==> config.mk <==
export PLATFORM = sky130hd
export DESIGN_NAME = mem_arbiter_flat
export DESIGN_NICKNAME = d
export VERILOG_FILES = /design/src/rtl/mem_arb_pkg.sv /design/src/rtl/mem_arbiter_if.sv /design/src/rtl/mem_arb_pick.sv /design/src/rtl/mem_arbiter.sv /design/src/flat_wrapper.sv
export SDC_FILE = /design/constraint.sdc
export NUM_CORES = 1
export LEC_CHECK = 0
export BUFFER_PORTS_ARGS = -buffer_cell sky130_fd_sc_hd__buf_2
export CORE_AREA = 2 2 106 108
export CTS_BUF_LIST = sky130_fd_sc_hd__clkbuf_4
export DETAILED_ROUTE_END_ITERATION = 8
export DIE_AREA = 0 0 108 110
export MAX_ROUTING_LAYER = met4
export SLEW_MARGIN = 10
export SYNTH_ARGS = -nofsm -noshare
export SYNTH_HDL_FRONTEND = slang
export SYNTH_HIERARCHICAL = 1
export SYNTH_SLANG_ARGS = --single-unit
==> constraint.sdc <==
create_clock -name clk -period 2.2 [get_ports clk]
set_clock_uncertainty 0.2 [all_clocks]
set_input_delay 0.44 -clock clk [delete_from_list [all_inputs] [get_ports clk]]
set_output_delay 0.44 -clock clk [all_outputs]
set_load 0.01 [all_outputs]
==> src/rtl/mem_arb_pkg.sv <==
// Shared types and defaults for the three-port RAM arbiter.
package mem_arb_pkg;

  localparam int ADDR_W_DEF = 10;
  localparam int DATA_W_DEF = 32;
  localparam int STARVE_W   = 4;

  typedef enum logic [1:0] {
    OWN_NONE = 2'd0,
    OWN_IF   = 2'd1,
    OWN_LS   = 2'd2,
    OWN_DBG  = 2'd3
  } owner_e;

endpackage

==> src/rtl/mem_arbiter_if.sv <==
// Requester and RAM-side signals of the arbiter; slave is the arbiter's view,
// master is the view of the requesters and the RAM macro together.
interface mem_arbiter_if #(
  parameter int ADDR_W = mem_arb_pkg::ADDR_W_DEF,
  parameter int DATA_W = mem_arb_pkg::DATA_W_DEF
);

  logic              if_req_valid;
  logic [ADDR_W-1:0] if_req_addr;
  logic              if_req_ready;
  logic              if_rsp_valid;
  logic [DATA_W-1:0] if_rsp_data;

  logic              ls_req_valid;
  logic              ls_req_we;
  logic [ADDR_W-1:0] ls_req_addr;
  logic [DATA_W-1:0] ls_req_wdata;
  logic              ls_req_ready;
  logic              ls_rsp_valid;
  logic [DATA_W-1:0] ls_rsp_data;

  logic              dbg_req_valid;
  logic              dbg_req_we;
  logic [ADDR_W-1:0] dbg_req_addr;
  logic [DATA_W-1:0] dbg_req_wdata;
  logic              dbg_req_ready;
  logic              dbg_rsp_valid;
  logic [DATA_W-1:0] dbg_rsp_data;

  logic              ram_wr_en;
  logic [ADDR_W-1:0] ram_addr;
  logic [DATA_W-1:0] ram_data_in;
  logic [DATA_W-1:0] ram_data_out;

  modport slave (
    input  if_req_valid, if_req_addr,
    output if_req_ready, if_rsp_valid, if_rsp_data,
    input  ls_req_valid, ls_req_we, ls_req_addr, ls_req_wdata,
    output ls_req_ready, ls_rsp_valid, ls_rsp_data,
    input  dbg_req_valid, dbg_req_we, dbg_req_addr, dbg_req_wdata,
    output dbg_req_ready, dbg_rsp_valid, dbg_rsp_data,
    output ram_wr_en, ram_addr, ram_data_in,
    input  ram_data_out
  );

  modport master (
    output if_req_valid, if_req_addr,
    input  if_req_ready, if_rsp_valid, if_rsp_data,
    output ls_req_valid, ls_req_we, ls_req_addr, ls_req_wdata,
    input  ls_req_ready, ls_rsp_valid, ls_rsp_data,
    output dbg_req_valid, dbg_req_we, dbg_req_addr, dbg_req_wdata,
    input  dbg_req_ready, dbg_rsp_valid, dbg_rsp_data,
    input  ram_wr_en, ram_addr, ram_data_in,
    output ram_data_out
  );

endinterface

==> src/rtl/mem_arb_pick.sv <==
// Combinational priority resolver: DBG first, then a starved IF, then LS, then IF.
module mem_arb_pick
  import mem_arb_pkg::*;
(
  input  logic   if_valid,
  input  logic   ls_valid,
  input  logic   dbg_valid,
  input  logic   starve_hit,
  output owner_e owner
);

  always_comb begin
    owner = OWN_NONE;
    if (dbg_valid)                    owner = OWN_DBG;
    else if (if_valid && starve_hit)  owner = OWN_IF;
    else if (ls_valid)                owner = OWN_LS;
    else if (if_valid)                owner = OWN_IF;
  end

endmodule

==> src/rtl/mem_arbiter.sv <==
// Single-port RAM arbiter for IF/LS/DBG: combinational grant and RAM drive,
// one-cycle tagged read response, and an IF anti-starvation counter.
module mem_arbiter
  import mem_arb_pkg::*;
#(
  parameter int ADDR_W     = ADDR_W_DEF,
  parameter int DATA_W     = DATA_W_DEF,
  parameter int STARVE_MAX = 4
) (
  input  logic          clk,
  input  logic          rst_n,
  mem_arbiter_if.slave  bus
);

  owner_e              pick;
  owner_e              grant;
  owner_e              rsp_owner;
  logic                rsp_is_wr;
  logic [STARVE_W-1:0] starve_cnt;
  logic                starve_hit;
  logic [DATA_W-1:0]   rd_data;

  assign starve_hit = (starve_cnt == STARVE_W'(STARVE_MAX));

  mem_arb_pick u_pick (
    .if_valid   (bus.if_req_valid),
    .ls_valid   (bus.ls_req_valid),
    .dbg_valid  (bus.dbg_req_valid),
    .starve_hit (starve_hit),
    .owner      (pick)
  );

  // Request stage: nothing is granted while reset is asserted.
  assign grant = rst_n ? pick : OWN_NONE;

  assign bus.if_req_ready  = (grant == OWN_IF);
  assign bus.ls_req_ready  = (grant == OWN_LS);
  assign bus.dbg_req_ready = (grant == OWN_DBG);

  always_comb begin
    bus.ram_wr_en   = 1'b0;
    bus.ram_addr    = '0;
    bus.ram_data_in = '0;
    case (grant)
      OWN_IF: begin
        bus.ram_addr    = bus.if_req_addr;
      end
      OWN_LS: begin
        bus.ram_wr_en   = bus.ls_req_we;
        bus.ram_addr    = bus.ls_req_addr;
        bus.ram_data_in = bus.ls_req_wdata;
      end
      OWN_DBG: begin
        bus.ram_wr_en   = bus.dbg_req_we;
        bus.ram_addr    = bus.dbg_req_addr;
        bus.ram_data_in = bus.dbg_req_wdata;
      end
      default: ;
    endcase
  end

  always_ff @(posedge clk or negedge rst_n) begin
    if (!rst_n) begin
      rsp_owner  <= OWN_NONE;
      rsp_is_wr  <= 1'b0;
      starve_cnt <= '0;
    end else begin
      rsp_owner <= grant;
      rsp_is_wr <= bus.ram_wr_en;
      // A DBG grant leaves the count untouched.
      if (grant == OWN_IF || !bus.if_req_valid)
        starve_cnt <= '0;
      else if (grant == OWN_LS && !starve_hit)
        starve_cnt <= starve_cnt + 1'b1;
    end
  end

  // Response stage: RAM output is routed to the owner of last cycle's grant.
  assign rd_data = rsp_is_wr ? '0 : bus.ram_data_out;

  assign bus.if_rsp_valid  = (rsp_owner == OWN_IF);
  assign bus.ls_rsp_valid  = (rsp_owner == OWN_LS);
  assign bus.dbg_rsp_valid = (rsp_owner == OWN_DBG);

  assign bus.if_rsp_data  = (rsp_owner == OWN_IF)  ? rd_data : '0;
  assign bus.ls_rsp_data  = (rsp_owner == OWN_LS)  ? rd_data : '0;
  assign bus.dbg_rsp_data = (rsp_owner == OWN_DBG) ? rd_data : '0;

endmodule

==> src/flat_wrapper.sv <==
// flat-port wrapper written by rule: the top's interface ports become plain ports
module mem_arbiter_flat import mem_arb_pkg::*;
#(
  parameter int ADDR_W     = ADDR_W_DEF,
  parameter int DATA_W     = DATA_W_DEF,
  parameter int STARVE_MAX = 4
)
  (clk, rst_n, bus_if_req_valid, bus_if_req_addr, bus_if_req_ready, bus_if_rsp_valid, bus_if_rsp_data, bus_ls_req_valid, bus_ls_req_we, bus_ls_req_addr, bus_ls_req_wdata, bus_ls_req_ready, bus_ls_rsp_valid, bus_ls_rsp_data, bus_dbg_req_valid, bus_dbg_req_we, bus_dbg_req_addr, bus_dbg_req_wdata, bus_dbg_req_ready, bus_dbg_rsp_valid, bus_dbg_rsp_data, bus_ram_wr_en, bus_ram_addr, bus_ram_data_in, bus_ram_data_out);
  mem_arbiter_if #(.ADDR_W(ADDR_W), .DATA_W(DATA_W)) bus_i ();
  input  logic clk;
  input  logic rst_n;
  input wire logic [$bits(bus_i.if_req_valid)-1:0] bus_if_req_valid;
  input wire logic [$bits(bus_i.if_req_addr)-1:0] bus_if_req_addr;
  output wire logic [$bits(bus_i.if_req_ready)-1:0] bus_if_req_ready;
  output wire logic [$bits(bus_i.if_rsp_valid)-1:0] bus_if_rsp_valid;
  output wire logic [$bits(bus_i.if_rsp_data)-1:0] bus_if_rsp_data;
  input wire logic [$bits(bus_i.ls_req_valid)-1:0] bus_ls_req_valid;
  input wire logic [$bits(bus_i.ls_req_we)-1:0] bus_ls_req_we;
  input wire logic [$bits(bus_i.ls_req_addr)-1:0] bus_ls_req_addr;
  input wire logic [$bits(bus_i.ls_req_wdata)-1:0] bus_ls_req_wdata;
  output wire logic [$bits(bus_i.ls_req_ready)-1:0] bus_ls_req_ready;
  output wire logic [$bits(bus_i.ls_rsp_valid)-1:0] bus_ls_rsp_valid;
  output wire logic [$bits(bus_i.ls_rsp_data)-1:0] bus_ls_rsp_data;
  input wire logic [$bits(bus_i.dbg_req_valid)-1:0] bus_dbg_req_valid;
  input wire logic [$bits(bus_i.dbg_req_we)-1:0] bus_dbg_req_we;
  input wire logic [$bits(bus_i.dbg_req_addr)-1:0] bus_dbg_req_addr;
  input wire logic [$bits(bus_i.dbg_req_wdata)-1:0] bus_dbg_req_wdata;
  output wire logic [$bits(bus_i.dbg_req_ready)-1:0] bus_dbg_req_ready;
  output wire logic [$bits(bus_i.dbg_rsp_valid)-1:0] bus_dbg_rsp_valid;
  output wire logic [$bits(bus_i.dbg_rsp_data)-1:0] bus_dbg_rsp_data;
  output wire logic [$bits(bus_i.ram_wr_en)-1:0] bus_ram_wr_en;
  output wire logic [$bits(bus_i.ram_addr)-1:0] bus_ram_addr;
  output wire logic [$bits(bus_i.ram_data_in)-1:0] bus_ram_data_in;
  input wire logic [$bits(bus_i.ram_data_out)-1:0] bus_ram_data_out;
  assign bus_i.if_req_valid = bus_if_req_valid;
  assign bus_i.if_req_addr = bus_if_req_addr;
  assign bus_if_req_ready = bus_i.if_req_ready;
  assign bus_if_rsp_valid = bus_i.if_rsp_valid;
  assign bus_if_rsp_data = bus_i.if_rsp_data;
  assign bus_i.ls_req_valid = bus_ls_req_valid;
  assign bus_i.ls_req_we = bus_ls_req_we;
  assign bus_i.ls_req_addr = bus_ls_req_addr;
  assign bus_i.ls_req_wdata = bus_ls_req_wdata;
  assign bus_ls_req_ready = bus_i.ls_req_ready;
  assign bus_ls_rsp_valid = bus_i.ls_rsp_valid;
  assign bus_ls_rsp_data = bus_i.ls_rsp_data;
  assign bus_i.dbg_req_valid = bus_dbg_req_valid;
  assign bus_i.dbg_req_we = bus_dbg_req_we;
  assign bus_i.dbg_req_addr = bus_dbg_req_addr;
  assign bus_i.dbg_req_wdata = bus_dbg_req_wdata;
  assign bus_dbg_req_ready = bus_i.dbg_req_ready;
  assign bus_dbg_rsp_valid = bus_i.dbg_rsp_valid;
  assign bus_dbg_rsp_data = bus_i.dbg_rsp_data;
  assign bus_ram_wr_en = bus_i.ram_wr_en;
  assign bus_ram_addr = bus_i.ram_addr;
  assign bus_ram_data_in = bus_i.ram_data_in;
  assign bus_i.ram_data_out = bus_ram_data_out;
  mem_arbiter #(.ADDR_W(ADDR_W), .DATA_W(DATA_W), .STARVE_MAX(STARVE_MAX)) u_core (.clk(clk), .rst_n(rst_n), .bus(bus_i));
endmodule
## Yosys cells after proc, flatten, opt, wreduce, memory -nomap -nowiden

Index checks and enable logic that the tools add are counted.

- Reduce and logical (&&, ||, !) cells: 6
- Mux-type cells: 14
- Equal/unequal tests: 7
- Add/subtract/negate cells: 1

Operators with widths:

| kind | count |
|---|---|
| $mux W32 | 4 |
| $pmux W32 S2 | 1 |
| $pmux W10 S3 | 1 |
| $eq A2 B2 Y1 const B | 4 |
| $mux W2 | 4 |
| $mux W4 | 2 |
| $add A4 B1 Y4 const B | 1 |
| $eq A2 B1 Y1 const B | 2 |
| $eq A4 B3 Y1 const B | 1 |
| $logic_and A1 B1 Y1 | 2 |
| $logic_not A1 Y1 | 2 |
| $pmux W1 S2 | 1 |
| $reduce_bool A2 Y1 | 1 |
| $logic_or A1 B1 Y1 | 1 |
| $mux W1 | 1 |

- Word-level logic and storage cells: 31
- Output and inout port bits: 145
- Flip-flop bits (word level): 7

## Logic depth before layout (Yosys ltp)

Gate-level depths: netlist of run 1.

- Word-level depth: 9
- Gate-level depth with buffers: 11

## Hierarchy

Netlist of run 1, hierarchy kept.

Modules (own cells, without submodules):

| module | cells an instance | area each (sq um) | instances |
|---|---|---|---|
| mem_arbiter | 293 | 1759.2 | 1 |
| mem_arb_pick | 4 | 25.0 | 1 |

## Worst setup path after synthesis of run 1

OpenSTA, ideal clock, no wires.

- Path type: register -> output
- Start point: reg u_core.starve_cnt[0]
- End point: out bus_ram_data_in[10]
- Arrival: 1.817 ns
- Cell stages (with the launch flop): 11
- Slack: -0.257 ns
- Buffers on the path: 2
- Path through: dfrtp_1 inv_1 ha_1 nand3b_1 inv_1 nand2b_1 a21o_1 buf_2 buf_2 mux2i_1 nor2_1

- Word-level cells in the longest chain between the ends: 7

RTL lines:

| element | line | source |
|---|---|---|
| from (decl) | mem_arbiter.sv:19 | `logic [STARVE_W-1:0] starve_cnt;` |
| from (signal assigned) | mem_arbiter.sv:74 | `starve_cnt <= starve_cnt + 1'b1;` |
| $eq A4 B3 Y1 * | mem_arbiter.sv:23 | `assign starve_hit = (starve_cnt == STARVE_W'(STARVE_MAX));` |
| named net u_core.starve_hit | mem_arbiter.sv:20 | `logic starve_hit;` |
| $logic_and A1 B1 Y1 * | mem_arb_pick.sv:15 | `else if (if_valid && starve_hit) owner = OWN_IF;` |
| $mux W2 * | mem_arb_pick.sv:15 |  |
| $mux W2 * | mem_arb_pick.sv:14 | `if (dbg_valid) owner = OWN_DBG;` |
| named net u_core.pick[0] | mem_arbiter.sv:15 | `owner_e pick;` |
| $mux W2 * | mem_arbiter.sv:34 | `assign grant = rst_n ? pick : OWN_NONE;` |
| $eq A2 B2 Y1 | mem_arbiter.sv:44 | `case (grant)` |
| $pmux W32 S2 * | mem_arbiter.sv:44 |  |
| to (decl) | flat_wrapper.sv:33 | `output wire logic [$bits(bus_i.ram_data_in)-1:0] bus_ram_data_in;` |

Mark *: on every way through the listed nets, which the timed path passes. The rest lies on a longest branch.

## Final worst setup path of run 1

- Start point: reg u_core.starve_cnt[0]
- End point: out bus_ram_addr[3]

- Word-level cells in the longest chain between the ends: 7

RTL lines:

| element | line | source |
|---|---|---|
| $eq A4 B3 Y1 * | mem_arbiter.sv:23 |  |
| named net u_core.starve_hit | mem_arbiter.sv:20 |  |
| $logic_and A1 B1 Y1 * | mem_arb_pick.sv:15 |  |
| $mux W2 * | mem_arb_pick.sv:15 |  |
| $mux W2 * | mem_arb_pick.sv:14 |  |
| named net u_core.pick[0] | mem_arbiter.sv:15 |  |
| $mux W2 * | mem_arbiter.sv:34 |  |
| $eq A2 B2 Y1 or $eq A2 B1 Y1 (tied branches) | mem_arbiter.sv:44 |  |
| $pmux W10 S3 * | mem_arbiter.sv:44 |  |
| to (decl) | flat_wrapper.sv:32 | `output wire logic [$bits(bus_i.ram_addr)-1:0] bus_ram_addr;` |

Marked as above.

==> results.cfg, run 1 <==
[clock_network]
cts_buffers = 3
cts_buffer_depth = 2
cts-root-buf = clkbuf_4
clk_pin_slew_ns = 0.06
cts_tree = yes
clock-sinks = 7
clock_latency_ns = 0.25
h-tree-depth = 1

[die]
die_w_um = 108
start_util_pct = 16.68
die_area_um2 = 11880
num_rows = 38
fp.dieH_um = 110
io_pins = 278
core_region_area_um2 = 10700

[global_route]
first_global_vias = 2696
gr-total-overflow = 0
use_met2_pct = 27.09
antenna_found_initial = 0
track_usage_pct = 13.59
grt.met3_usage_pct = 1.117
grt_max_degree = 34
use_met1_pct = 14.79
grt_busiest_layer = met2
grt_pass1_wl_um = 12680

[job]
maxCapViolCount = 0

[detailed_routing]
wl_um = 9256
wire_per_inst_um = 12.68
dr.pass1.iters = 4
vias = 3059
viasPerCell = 4.190
drt_iter0_markers = 236
final_antenna_net_count = 0
drc = 0

[synth]
synth_area_leaders = nor2_1 27%, mux2i_1 19%, nand2b_1 12%, dfrtp_1 9.8%, mux2_2 4.4%
yosysTopAreaCell = nor2_1
async_flop_share_pct = 100.0
syn-num-nets = 432
yosysMostFrequentCell = nor2_1
syn_area_um2 = 1784
yosysWarnings = 6
ys_seq_elements = 7
synthTopCellsByCount = 130 x nor2_1, 35 x nand2b_1, 33 x mux2i_1, 18 x clkbuf_1, 11 x nor2b_1
ys_seq_area_share_pct = 9.818
ys_types = 27
netlist.area_leader.share_pct = 27.35
synthCells = 297
ys.flop_type = dfrtp_1
syn_area_per_cell_um2 = 6.007
synth-edff-count = 0

[setup_path]
cp-end-kind = output port
reg2reg_depth = 11
r2r_setup_slack_ns = -0.23
worstPathMaxFanout = 7
critPathRequiredTime_ns = 1.56
startpoint_type = flip-flop
criticalPathCategory = flip-flop to output port
arrival_ns = 2.16

[place]
dpl_cell_area_um2 = 3465
portBuffers = 277
dp_hpwl_um = 7448
globalplace.congestion = 0.7807

[sta]
rsz0062_at_grt = yes
finalHoldViolCount = 0
finalSetupViolCount = 48
layout_setup_ws_ns = -0.6035
timing.final.max_slew_violations = 0
fmax_ghz = 0.3567
worst_pin_slew_ns = 0.3599
min_period_over_period_pct = 127.4
maxSlewHeadroom_pct = 76.01
period_needed_ns = 2.804

[min_path]
min_path_type = primary input to flip-flop
whs_path_depth = 3

[pwr]
power_switching_mw = 0.4272
pwr-share-seq_pct = 13.2
internal-power_mw = 0.5995
power_density_nw_per_um2 = 264.1
swShare_pct = 41.61
power_mw = 1.027
ir_worst_vdd_uv = 114.0
power_leakage_nw = 2.404
p_clk_share_pct = 12.7
p_comb_share_pct = 74.1

[cells_and_area]
nNetsFinal = 726
antennaDiodeCount = 0
fin_area_um2 = 3887
drive_gt1_share_pct = 61.36
final_util_pct = 36.34
syn2layout_area_growth_pct = 117.9

[outcome]
violations = setup timing
outcome = finished with violations
[area by class of cell]
type / instances / area (um^2)
Timing Repair Buffer: 315 / 1837
Sequential cell: 7 / 175.2
Inverter: 10 / 37.54
Tap cell: 140 / 175.2
Multi-Input combinational cell: 254 / 1633
Clock buffer: 4 / 30.03
Fill cell: 1188 / 6810
[path summary, 6_finish.rpt]
path,to,from
max,bus_ram_addr[3],u_core/starve_cnt[0]$_DFFE_PN0P_
min,u_core/rsp_is_wr$_DFF_PN0_,bus_ls_req_we
max reg2reg,u_core/starve_cnt[3]$_DFFE_PN0P_,u_core/starve_cnt[0]$_DFFE_PN0P_
min reg2reg,u_core/starve_cnt[3]$_DFFE_PN0P_,u_core/starve_cnt[3]$_DFFE_PN0P_
max in group asynchronous,u_core/rsp_owner[0]$_DFF_PN0_,rst_n
min in group asynchronous,u_core/starve_cnt[0]$_DFFE_PN0P_,rst_n
[per-layer routing]
layer  wire, um  vias to the layer above
met2       4870                      168
li1           -                     1535
met1       3525                     1348
met5          0                        -
met3        746                        8
met4        114                        0
[kinds of logic (layout without fill, tap and decap cells)]
family                     Yosys count  after routing  share of synthesized area, %
adders and majority gates            2              2                         1.402
and+or+nand+nor                    188            188                         47.83
DFF                                  7              7                         9.818
muxes                               43             43                         24.82
AOI/OAI and AO/OA                   21             21                         7.713
buffers and inverters               36            329                         8.414
[what timing repair did]
item / in CTS / in global routing
endpoints found under the hold margin: 7 / 0
cloned: 0 / 5
pin swaps: 4 / 12
endpoints found under the setup margin: 48 / 50
buffers inserted: 3 / 2
resized for setup: 15 / 46
hold buffers: 1 / 0
[flip-flops by register name (all words and copies together), names as in the netlist]
name / cells
u_core/rsp_is_wr: 1
u_core/rsp_owner: 2
u_core/starve_cnt: 4
[worst max-delay path, cell delays in order, from the launching register on]
cell and delay (ns):
dfrtp_1 0.34, inv_1 0.06, ha_2 0.18, nand3b_1 0.13, inv_2 0.05, nand2b_4 0.13, a21o_4 0.24, buf_6 0.13
mux2_4 0.30, a22oi_2 0.16, nor2b_1 0.06, buf_2 0.13
[power groups by stage]
stage	logic, mW	clock network (mW)	registers (mW)
after floorplan	0.344	0	0.139
after global placement	0.664	0	0.138
after detailed placement	0.666	0	0.138
after CTS	0.688	0.136	0.136
after global routing	0.831	0.148	0.137
final	0.761	0.130	0.136
[cells in the final DEF, fill, tap and decap left out, types with 8 or more instances in the layout]
master,instances
mux2i_2,8
buf_4,22
buf_2,273
mux2i_1,22
buf_6,10
nor2_1,128
nor2b_1,10
inv_1,8
nand2b_1,34
a22oi_2,8
[stage by stage]
stage,hold slack [ns],setup TNS (ns),setup slack (ns),cells
2_1_floorplan,-0.05559,-4.683,-0.1896,297
3_3_place_gp,0.2518,-11.56,-0.3427,715
3_5_place_dp,0.2420,-11.72,-0.3445,715
4_1_cts,0.3465,-23.08,-0.5953,723
5_1_grt,0.3251,-29.26,-0.7000,730
6_report,0.3326,-24.27,-0.6035,730
No activity file was read; power rests on OpenSTA's default activity.
==> inputs of run 2 (changes only) <==
CORE_AREA = 2 2 109 111   (was 2 2 106 108)
CTS_BUF_LIST = sky130_fd_sc_hd__clkbuf_4 sky130_fd_sc_hd__clkbuf_8   (was sky130_fd_sc_hd__clkbuf_4)
DIE_AREA = 0 0 111 113   (was 0 0 108 110)
SYNTH_HIERARCHICAL = default   (was 1)
==> run 2 against run 1 <==
The flow still finishes with violations (setup timing). Sequential share of layout area grew 0.21 points. Setup slack better by 0.35 ns. Wire length rose by 1.7%. Synthesized cell count up 13%. Cell count is 2.7% higher. Clock power increased by 47%. Clock-buffer cell count unchanged. Via count increased by 5.9%. First-iteration DRC count fell by 43%. Non-clock buffer count is 15 lower. Critical path depth decreased by 2. Flip-flop and latch count stayed put. Critical endpoint is now bus_ram_data_in[5]. Largest cell class unchanged.
==> results.cfg, run 2 <==
[outcome]
outcome = finished with violations
violations = setup timing

[setup_path]
r2r_setup_slack_ns = 0.58
critPathRequiredTime_ns = 1.56
cp-end-kind = output port
reg2reg_depth = 7
worstPathMaxFanout = 6
criticalPathCategory = flip-flop to output port
arrival_ns = 1.82
startpoint_type = flip-flop
timing.rr.end = u_core.rsp_is_wr$_DFF_PN0_
timing.rr.start = u_core.starve_cnt[1]$_DFFE_PN0P_

[detailed_routing]
final_antenna_net_count = 0
vias = 3241
wire_per_inst_um = 12.55
drc = 0
viasPerCell = 4.321
wl_um = 9411
dr.pass1.iters = 4
drt_iter0_markers = 134

[global_route]
grt_max_degree = 50
antenna_found_initial = 0
track_usage_pct = 14.26
first_global_vias = 3034
gr-total-overflow = 0
grt_pass1_wl_um = 14700

[clock_network]
clock_latency_ns = 0.23
clock-sinks = 7
cts_tree = yes
clk_pin_slew_ns = 0.04
h-tree-depth = 1
cts_buffers = 3
cts_buffer_depth = 2
cts-root-buf = clkbuf_8

[synth]
ys.flop_type = dfrtp_1
yosysMostFrequentCell = nor2_1
synth-edff-count = 0
yosysTopAreaCell = nor2_1
async_flop_share_pct = 100.0
syn-num-nets = 470
syn_area_per_cell_um2 = 5.800
synth_area_leaders = nor2_1 19%, a21boi_1 13%, nand3b_1 13%, nand2b_1 11%, nand2_1 9.1%
ys_types = 29
synthTopCellsByCount = 96 x nor2_1, 47 x nand2_1, 35 x nand2b_1, 33 x a21boi_1, 33 x nand3b_1
ys_seq_elements = 7
syn_area_um2 = 1943
ys_seq_area_share_pct = 9.015
yosysWarnings = 0
synthCells = 335
netlist.area_leader.share_pct = 18.54

[place]
globalplace.congestion = 0.7922
portBuffers = 277
dpl_cell_area_um2 = 3522
dp_hpwl_um = 7332

[sta]
layout_setup_ws_ns = -0.2562
worst_pin_slew_ns = 0.4253
timing.final.max_slew_violations = 0
maxSlewHeadroom_pct = 71.64
finalSetupViolCount = 45
period_needed_ns = 2.456
min_period_over_period_pct = 111.6
rsz0062_at_grt = yes
finalHoldViolCount = 0
fmax_ghz = 0.4071

[cells_and_area]
final_cell_mix = 277 x buf_2, 96 x nor2_1, 47 x nand2_1
fillers = 1244
reg_top3 = u_core.starve_cnt x4, u_core.rsp_owner x2, u_core.rsp_is_wr x1
top_register = u_core.starve_cnt
nNetsFinal = 743
syn2layout_area_growth_pct = 92.72
fin_area_um2 = 3745
antennaDiodeCount = 0
final_common_cell = buf_2
drive_gt1_share_pct = 53.05
largest_reg_flops = 4

[die]
io_pins = 278
num_rows = 39
core_region_area_um2 = 11270
start_util_pct = 17.24
die_area_um2 = 12540
fp.dieH_um = 113
die_w_um = 111

[min_path]
min_path_type = primary input to async pin

[pwr]
power_mw = 0.9636
power_leakage_nw = 2.201
ir_worst_vdd_uv = 146.2
power_density_nw_per_um2 = 257.3

[job]
maxCapViolCount = 0
[run 2: cell types whose count changed after synthesis, moves of 5 or more]
cell | previous run | this run
o21ai_1 | 1 | 8
nand3b_1 | 1 | 33
mux2i_1 | 33 | 0
buf_2 | 6 | 1
clkbuf_1 | 18 | 25
nor2_1 | 130 | 96
a21boi_1 | 0 | 33
nor2b_1 | 11 | 2
mux2_2 | 7 | 0
nand2_1 | 4 | 47
[run 2: kinds of logic after synthesis]
kind of cell               count (synthesis)  share of synthesized area, %
AOI/OAI and AO/OA                         63                         23.57
DFF                                        7                         9.015
and+or+nand+nor                          225                         56.73
adders and majority gates                  2                         1.288
buffers and inverters                     38                         9.400
[run 2: worst max-delay path, stage by stage, from the launching register on]
cell and delay, ns:
dfrtp_1 0.33, inv_1 0.05, ha_2 0.18, nor2b_4 0.14
a31oi_4 0.19, buf_6 0.17, buf_4 0.16, nand3b_1 0.09
a21boi_1 0.14, buf_2 0.14
[run 2: repair_timing]
action | in CTS | in global routing
setup endpoints to repair | 51 | 45
gates cloned | 3 | 0
gates resized for setup | 15 | 5
pin swaps | 67 | 4
setup buffers | 3 | 1
hold buffers | 1 | 0
endpoints found under the hold margin | 1 | 0
[run 2: layout make-up]
type | instances | area (um^2) | area share [%]
Timing Repair Buffer | 300 | 1679 | 44.84
Multi-Input combinational cell | 290 | 1639 | 43.77
Tap cell | 143 | 178.9 | 4.778
Sequential cell | 7 | 176.4 | 4.711
Clock buffer | 4 | 48.80 | 1.303
Inverter | 6 | 22.52 | 0.6014
[run 2: metrics by stage]
stage	setup WS [ns]	hold slack, ns	std cells	utilization, %	TNS [ns]
finish	-0.2562	0.01138	750	33.22	-8.402
global route	-0.3604	0.01748	750	33.22	-13.15
CTS	-0.2627	0.001967	749	32.97	-9.008
detailed placement	-0.1205	0.05880	739	31.25	-1.058
global placement	-0.08479	0.06024	739	31.25	-0.3296
floorplan	0.01800	-0.05559	335	-	0
[run 2: how the worst max path moves through the flow]
stage	start	endpoint	slack, ns	cells after the start
floorplan	u_core.starve_cnt[0]$_DFFE_PN0P_	bus_ram_data_in[10]	0.02	7
global placement	u_core.starve_cnt[0]$_DFFE_PN0P_	bus_ram_data_in[4]	-0.08	8
detailed placement	u_core.starve_cnt[0]$_DFFE_PN0P_	bus_ram_data_in[4]	-0.12	8
CTS	u_core.starve_cnt[1]$_DFFE_PN0P_	bus_ram_data_in[4]	-0.26	9
global route	u_core.starve_cnt[1]$_DFFE_PN0P_	bus_ram_data_in[18]	-0.36	9
finish	u_core.starve_cnt[1]$_DFFE_PN0P_	bus_ram_data_in[5]	-0.26	9
[run 2: report_power, final]
| group | switching, mW | total, mW | internal [mW] |
|---|---|---|---|
| Sequential | 0.00891 | 0.143 | 0.134 |
| Clock | 0.0534 | 0.191 | 0.137 |
| Combinational | 0.325 | 0.630 | 0.305 |
| Total | 0.387 | 0.964 | 0.577 |
[run 2: routing by layer]
layer	wire length, um	track usage (%)
met1	3805	16.32
met2	4784	26.67
met4	0	1.500
met5	0	-
met3	821	2.839
==> inputs of run 3 (changes only) <==
CELL_PAD_IN_SITES_DETAIL_PLACEMENT = 1   (was default)
CELL_PAD_IN_SITES_GLOBAL_PLACEMENT = 2   (was default)
CORE_AREA = default   (was 2 2 109 111)
CORE_MARGIN = 1.5   (was default)
CORE_UTILIZATION = 11   (was default)
DIE_AREA = default   (was 0 0 111 113)
HOLD_SLACK_MARGIN = 0.12   (was default)
PLACE_DENSITY_LB_ADDON = 0.1   (was default)
==> run 3 against run 2 <==
The flow still finishes with violations (setup timing). Combinational power up 7.0%. Flip-flop and latch count stayed put. Power rose by 3.6%. Sequential power decreased by 5%. Design area rose by 5.9%. Utilization decreased by 10 points. Sequential share of layout area decreased by 0.29 points. Clock power barely moved. Setup slack worse by 0.0057 ns. Critical path type unchanged. Critical endpoint is now bus_ram_data_in[9]. Largest cell class unchanged. Highest routed layer is now met4.
==> results.cfg, run 3 (synthesis results as in run 2) <==
[pwr]
power_leakage_nw = 2.258
ir_worst_vdd_uv = 124.9
power_density_nw_per_um2 = 251.6

[detailed_routing]
dr.pass1.iters = 4
vias = 3347
wire_per_inst_um = 14.44
drt_iter0_markers = 45
viasPerCell = 3.985
wl_um = 12130
final_antenna_net_count = 0
drc = 0

[global_route]
grt_max_degree = 34
grt_pass1_wl_um = 17440
gr-total-overflow = 0
track_usage_pct = 12.21
antenna_found_initial = 1
first_global_vias = 3508

[clock_network]
cts_buffer_depth = 2
cts-root-buf = clkbuf_8
cts_tree = yes
h-tree-depth = 1
clock-sinks = 7
cts_buffers = 3
clk_pin_slew_ns = 0.04
clock_latency_ns = 0.23

[die]
num_rows = 48
die_area_um2 = 18470
core_region_area_um2 = 17300
start_util_pct = 11.23
io_pins = 278
fp.dieH_um = 135.9
die_w_um = 135.9

[setup_path]
r2r_setup_slack_ns = 0.49
reg2reg_depth = 8
cp-end-kind = output port
timing.rr.end = u_core.rsp_is_wr$_DFF_PN0_
cp_slowest_stage_delay_ns = 0.35
path_depth = 9
arrival_ns = 1.82
crit_slowest_cell = dfrtp_1
worstSetupStartpoint = u_core.starve_cnt[0]$_DFFE_PN0P_
endpoint = bus_ram_data_in[9]
critPathTopFamily = buffers and inverters
critPathRequiredTime_ns = 1.56
crit_chain = inv_1 -> ha_4 -> nor2b_4 -> a31oi_4 -> buf_12 -> buf_12 -> nand3b_1 -> a21boi_1 -> buf_2
criticalPathCategory = flip-flop to output port
path_buf_inv = 4
timing.rr.start = u_core.starve_cnt[0]$_DFFE_PN0P_
cp_common_cell = buf_12
worstPathMaxFanout = 9
startpoint_type = flip-flop

[place]
globalplace.congestion = 0.7190
dpl_worst_slack_ns = -0.1067
dp_hpwl_um = 9093
portBuffers = 277
dpl_cell_area_um2 = 3647
dp_cells = 824

[cells_and_area]
fin_area_um2 = 3966
reg_top3 = u_core.starve_cnt x4, u_core.rsp_owner x2, u_core.rsp_is_wr x1
final_cell_mix = 277 x buf_2, 96 x nor2_1, 47 x nand2_1
nNetsFinal = 750
final_common_cell = buf_2
final_util_pct = 22.93
top_register = u_core.starve_cnt
largest_reg_flops = 4
instances_no_fill = 840
drive_gt1_share_pct = 53.75
syn2layout_area_growth_pct = 104.1

[outcome]
violations = setup timing
outcome = finished with violations

[sta]
finalHoldViolCount = 0
min_period_over_period_pct = 111.9
maxSlewHeadroom_pct = 70.87
timing.final.max_slew_violations = 0
rsz0062_at_grt = yes
finalSetupViolCount = 45
layout_setup_ws_ns = -0.2619
fmax_ghz = 0.4062
finalSetupTns_ns = -9.664
worst_pin_slew_ns = 0.4370
period_needed_ns = 2.462

[min_path]
min_path_type = primary input to flip-flop

[job]
maxCapViolCount = 0
run 3: area by class of cell:
cell class	instances	area, um^2
Antenna cell	1	2.502
Clock buffer	3	41.29
Clock inverter	1	5.005
Fill cell	2218	13330
Inverter	6	22.52
Multi-Input combinational cell	290	1658
Sequential cell	7	175.2
Tap cell	225	281.5
Timing Repair Buffer	307	1780
run 3: metrics by stage:
step                      power (mW)  hold WS, ns
after global placement        0.7634      0.07069
after detailed placement      0.7662      0.07181
after CTS                     0.9957       0.3002
final                         0.9978       0.3041
after global routing           1.081       0.3063
after floorplan               0.4451     -0.05559
run 3: layer usage:
| metal | wire [um] | up-vias | part of all wire (%) | GRT usage [%] |
|---|---|---|---|---|
| met3 | 1250 | 6 | 10 | 3.057 |
| li1 | - | 1651 | - | - |
| met2 | 6158 | 191 | 51 | 23.32 |
| met1 | 4626 | 1499 | 38 | 12.77 |
| met5 | 0 | - | 0 | - |
| met4 | 91 | 0 | 0.75 | 1.950 |
run 3: worst min path at each step:
stage | endpoint | depth (start not counted) | from | slack [ns]
5_1_grt | u_core.rsp_is_wr$_DFF_PN0_ | 3 | bus_dbg_req_we | 0.31
3_5_place_dp | u_core.starve_cnt[2]$_DFFE_PN0P_ | 1 | rst_n | 0.07
6_report | u_core.rsp_is_wr$_DFF_PN0_ | 3 | bus_dbg_req_we | 0.30
4_1_cts | u_core.starve_cnt[3]$_DFFE_PN0P_ | 2 | bus_if_req_valid | 0.30
2_1_floorplan | u_core.rsp_is_wr$_DFF_PN0_ | 0 | rst_n | -0.06
3_3_place_gp | u_core.starve_cnt[2]$_DFFE_PN0P_ | 1 | rst_n | 0.07
run 3: worst reg2reg max path, cell delays in order, from the launching register on:
cell and delay [ns]:
dfrtp_1 0.35, inv_1 0.07, ha_4 0.16, nor2b_4 0.13, a31oi_4 0.16, buf_12 0.19, buf_6 0.11, nand3b_1 0.08
a21boi_2 0.19
run 3: where the power goes:
part,switching (mW),leakage (nW),total [mW],internal [mW]
logic,0.352,2.14,0.674,0.322
clock network,0.0646,0.0255,0.188,0.123
registers,0.00255,0.0936,0.136,0.134
run 3: what timing repair did:
action                                  CTS  global route
gates cloned                              2             3
resized for setup                        14             8
setup buffers                             4             1
endpoints found under the setup margin   45            45
hold buffers                              1             0
pin swaps                                16            36
hold endpoints to repair                  7             0
